<file path="config.mk">
export PLATFORM = sky130hd
export DESIGN_NAME = ic_74166
export DESIGN_NICKNAME = d
export VERILOG_FILES = /design/src/rtl/ic_74166_cell.sv /design/src/rtl/ic_74166.sv
export SDC_FILE = /design/constraint.sdc
export NUM_CORES = 1
export LEC_CHECK = 0
export ABC_AREA = 1
export BUFFER_PORTS_ARGS = -buffer_cell sky130_fd_sc_hd__buf_2
export CAP_MARGIN = 25
export CORE_AREA = 8 8 45 47
export DETAILED_ROUTE_END_ITERATION = 8
export DIE_AREA = 0 0 53 55
export PLACE_DENSITY = 0.52
export SLEW_MARGIN = 10
export SYNTH_ARGS = -nofsm -noshare
export SYNTH_HDL_FRONTEND = slang
export SYNTH_SLANG_ARGS = --single-unit
</file>
<file path="constraint.sdc">
create_clock -name CP -period 1.3 [get_ports CP]
set_clock_uncertainty 0.2 [all_clocks]
set_input_delay 0.26 -clock CP [delete_from_list [all_inputs] [get_ports CP]]
set_output_delay 0.26 -clock CP [all_outputs]
set_load 0.005 [all_outputs]
</file>
<file path="src/rtl/ic_74166_cell.sv">
// One stage of the 74166 PISO shift register: 7474-style D flop with async clear.
// Latency: next state appears on q one CP edge after selection; clear is immediate.
// No backpressure: ce_n high simply holds the stored bit.
//
// Ports:
//   cp       - rising-edge clock
//   mr       - asynchronous clear, active-low
//   ce_n     - clock enable, active-low (high = hold)
//   pe_n     - parallel enable, active-low (low = load d_bit, high = take shift_in)
//   d_bit    - parallel load bit for this stage
//   shift_in - bit from the previous stage (or DS for stage 0)
//   q        - stored bit
module ic_74166_cell (
  input  logic cp,
  input  logic mr,
  input  logic ce_n,
  input  logic pe_n,
  input  logic d_bit,
  input  logic shift_in,
  output logic q
);

  logic q_nxt;

  // Hold has priority over load, and load over shift.
  always_comb begin
    q_nxt = q;
    if (!ce_n) begin
      if (!pe_n) q_nxt = d_bit;
      else       q_nxt = shift_in;
    end
  end

  always_ff @(posedge cp or negedge mr) begin
    if (!mr) q <= 1'b0;
    else     q <= q_nxt;
  end

endmodule

</file>
<file path="src/rtl/ic_74166.sv">
// Parallel-in/serial-out shift register modelled on the 74166, MSB-first on Q7.
// Latency: loaded D[WIDTH-1] on Q7 right after the load edge; DS reaches Q7 after WIDTH shifts.
// No backpressure: CE high freezes the register, a new load discards unsent bits.
//
// Ports:
//   CP - rising-edge clock
//   MR - master reset, asynchronous, active-low
//   CE - clock enable, active-low (high = hold)
//   PE - parallel enable, active-low (low = load D, high = shift)
//   DS - serial data into stage 0
//   D  - parallel data, D[WIDTH-1] is shifted out first
//   Q7 - serial output, last stage (WIDTH must be at least 2)
module ic_74166 #(
  parameter int WIDTH = 8
) (
  input  logic             CP,
  input  logic             MR,
  input  logic             CE,
  input  logic             PE,
  input  logic             DS,
  input  logic [WIDTH-1:0] D,
  output logic             Q7
);

  logic [WIDTH-1:0] s;
  logic [WIDTH-1:0] shift_in;

  // Stage i shifts in stage i-1; stage 0 takes the serial input.
  assign shift_in = {s[WIDTH-2:0], DS};

  for (genvar i = 0; i < WIDTH; i++) begin : g_stage
    ic_74166_cell u_cell (
      .cp       (CP),
      .mr       (MR),
      .ce_n     (CE),
      .pe_n     (PE),
      .d_bit    (D[i]),
      .shift_in (shift_in[i]),
      .q        (s[i])
    );
  end

  // Straight from the last flop, no extra output register.
  assign Q7 = s[WIDTH-1];

endmodule

</file>
# Yosys cells after proc, flatten, opt, wreduce, memory -nomap -nowiden

Index checks and enable logic that the tools add are counted.
W data, S select, Z words.

Logic and storage cells: 16
Input bits: 13
Flip-flop bits (word level): 8

Multiplexer cells: 8

Operators by type and width:

| operator | count |
|---|---|
| $mux W1  | 8 |

# Longest topological paths before layout

Word-level depth: 1
Depth in mapped cells: 5
Depth with buffers taken out: 4

# Modules after synthesis

A second synthesis with hierarchy kept.

Cells, all modules: 80
Area total of the unflattened synthesis: 480.5 µm²

Modules (own cells, without submodules):

| module        | area an instance (µm²) | instances | cells each |
|---|---|---|---|
| ic_74166_cell | 60.1                   | 8         | 10 |

# Worst setup path before layout

No wires, ideal clock.

Path type: in2reg
Start point: input PE
End point: register g_stage[1].u_cell.q
Stages: 5
Path slack: 340 ps
Data arrival time: 642 ps
Required time: 983 ps
Library setup time: 117 ps
Cell sequence: buf_4 -> inv_2 -> nand2_1 -> nand3_1 -> nand2_1

Longest elaborated chain between the ends: 1

RTL lines:

| what                   | line                | text |
|---|---|---|
| start: declaration     | ic_74166.sv:19      | `input logic PE,` |
| $mux W1                | ic_74166_cell.sv:29 | `if (!pe_n) q_nxt = d_bit;` |
| end signal: assignment | ic_74166_cell.sv:36 | `else q <= q_nxt;` |
| end: declaration       | ic_74166_cell.sv:20 | `output logic q` |

Every way passes these cells.
A chain may end at the register's enable or synchronous reset.

# Final worst setup path

Start point: register g_stage[7].u_cell.q
End point: output Q7

RTL lines:

| what                     | line                | text |
|---|---|---|
| start: declaration       | ic_74166_cell.sv:20 |  |
| start signal: assignment | ic_74166_cell.sv:36 |  |
| end: declaration         | ic_74166.sv:22      | `output logic Q7` |

No word-level cell between the ends.

==> metrics.md <==
| Metric | Value |
|---|---|
| Status | finished, final reports clean |
| Die ar. | 0.002915 mm2 |
| Crit. End Element | primary output |
| Leak | 0.3585 nW |
| Crit-path max cell delay | 0.37 ns |
| Clk root buf | clkbuf_4 |
| Area contributors post-synth | dfrtp_1, nand2_1, inv_1, nand3_1, buf_4 |
| Total GRT Usage | 0.07359 |
| Setup tns final | 0 ns |
| Starting DRC count in detailed routing | 11 |
| Hold Crit Start | D[0] |
| Hold depth | 5 |
| Post-Layout Inst Area | 545.5 um2 |
| Area growth from synthesis to layout | 23.86% |
| Vias per cell | 4.232 |
| CP top delay family | flip-flops |
| Tcrit/Tclk final | 0.9327 |
| Kind of critical path | reg2out |
| Worst Tran Pin Value | 0.2042 ns |
| I/O pins | 14 |
| Fraction of layout cells with a size suffix above 1 | 0.2169 |
| Biggest regs | g_stage.u_cell.q x8 |
| Num CTS Buffers | 3 |
| Worst-skew pair later-pin latency | 0.26 ns |
| Number of global-route vias before repair | 371 |
| Max IR drop VDD | 0.0003957 V |
| First drt pass iteration count | 4 |
| WHS Endpoint | g_stage[0].u_cell.q |
| Clock period minus worst slack | 1.212 ns |
| Setup-violating endpoint count in the final report | 0 |
| Cell accounting for the most synthesized area | dfrtp_1 |
| PD cells | 1090 mW/mm2 |
| Top reg by flops | g_stage.u_cell.q |
| Reg-to-Reg End | g_stage[1].u_cell.q |
| Die height | 55 um |
| Worst endpoint required time | 0.84 ns |
| Antenna violations before repair | 0 |
| Max-cap violations | 0 |
| Total Wirelength | 988 um |
| Clk sink count | 8 |
| #FFs+latches synth | 8 |
| Max Freq | 0.8247 GHz |
| Hpwl dp | 739.8 um |
| Share of the synthesized area in the top cell type | 0.4545 |
| Nets | 98 |
| Largest net degree at the start of global routing | 10 |
| Syn. warnings | 0 |
| Chip Width | 53 um |
| Final Util | 0.3942 |
| RSZ-0062 raised after global routing | false |
| Crit path launch | g_stage[7].u_cell.q |
| Max Buffers Root-to-Sink | 2 |
| CP Max Fanout | 2 |
| Slowest-stage cell, CP | dfrtp_1 |
| Min-Delay Path Class | in2reg |
| DP Area | 513.0 um2 |
| Via count | 419 |
| Drc violations | 0 |
| Clock-pin transition on the worst setup and hold timing paths | 0.06 ns |
| Slew HR | 0.8639 |
| Routed wire per std cell | 9.980 um |
| Syn nets | 81 |
| Routed Antenna Nets | 0 |
| Synthesized area per cell | 6.477 um2 |
| Sequential cell area fraction in the yosys report | 0.4545 |
| Core Box Area | 0.001384 mm2 |
| Worst R2R Setup Slack | 0.38 ns |
| Netlist cell types | 7 |
| Final slew viol count | 0 |
| Effective utilization at floorplan | 0.3183 |
| Syn Inst Count | 68 |
| Mapped cell area | 440.4 um2 |
| WP data arrival | 0.75 ns |
| Final Wtd Congestion | 0.7325 |
| R2R cell count | 4 |
| CTS tree | done |
| Max H-tree Level | 1 |
| Cell Rows | 14 |
| Total gr overflow | 0 |
| Crit-path cells | buf_2 |
| PostCTS Resize Cnt | 0 |
| Reg-to-reg startpoint | g_stage[0].u_cell.q |
| Bufs and invs on worst path | 1 |
| Crit path launch type | flop |
| Diode count | 0 |
| Final Hold Viols | 0 |
| I/O Buffers | 13 |
| Max FFs per register | 8 |
| First-pass GRT wire length | 1.545 mm |
synth_stat cells:
cell     number
nand2_1      32
inv_1        16
dfrtp_1       8
nand3_1       8
inv_2         2
buf_2         1
buf_4         1
per-layer routing:
metal / up-vias / wire length, um / GRT usage
li1: 224 / - / -
met1: 178 / 446 / 0.08937
met2: 12 / 405 / 0.09961
met3: 5 / 98 / 0.02674
met4: 0 / 38 / 0.06466
met5: - / 0 / 0
timing repair:
action,4_1_cts,5_1_grt
hold buffers,1,0
hold endpoints to repair,8,0
setup buffers,0,0
report_power, final:
part	internal, mW	switching (mW)
logic	0.0454	0.0596
registers	0.279	0.0141
clock network	0.106	0.0908
worst max-delay path by stage:
stage | to | slack (ns) | depth (start not counted)
after global routing | Q7 | 0.06 | 1
after detailed placement | g_stage[4].u_cell.q | 0.25 | 5
final | Q7 | 0.09 | 1
after global placement | g_stage[1].u_cell.q | 0.26 | 5
after floorplan | g_stage[1].u_cell.q | 0.34 | 5
after CTS | Q7 | 0.08 | 1
placed cells by master, fill, tap and decap left out, drive strengths merged:
cell type and instances:
inv 18, clkbuf 3, nand3 8, dlygate4sd3 1, nand2 32, buf 13, dfrtp 8
cell type report:
| type | instances | area [um2] |
|---|---|---|
| inverters | 18 | 67.56 |
| clock buffers | 3 | 22.52 |
| well taps | 16 | 20.02 |
| repair buffers | 14 | 75.07 |
| flip-flops and latches | 8 | 200.2 |
| multi-input cells | 40 | 160.2 |
| fillers | 153 | 838.3 |
logic make-up after synthesis:
| group | after synthesis | synth area share |
|---|---|---|
| buf+inv | 20 | 0.1818 |
| flops | 8 | 0.4545 |
| simple gates | 40 | 0.3637 |
stage by stage:
stage | power [mW] | setup slack [ns] | hold WS [ns] | cells
after floorplan | 0.3641 | 0.3403 | -0.2356 | 68
after global placement | 0.4023 | 0.2615 | -0.08041 | 95
after detailed placement | 0.4023 | 0.2469 | -0.07741 | 95
after CTS | 0.6047 | 0.07659 | 0.09570 | 99
after global routing | 0.6325 | 0.05557 | 0.1039 | 99
final | 0.5949 | 0.08751 | 0.09723 | 99
(Power assumes the default switching activity.)
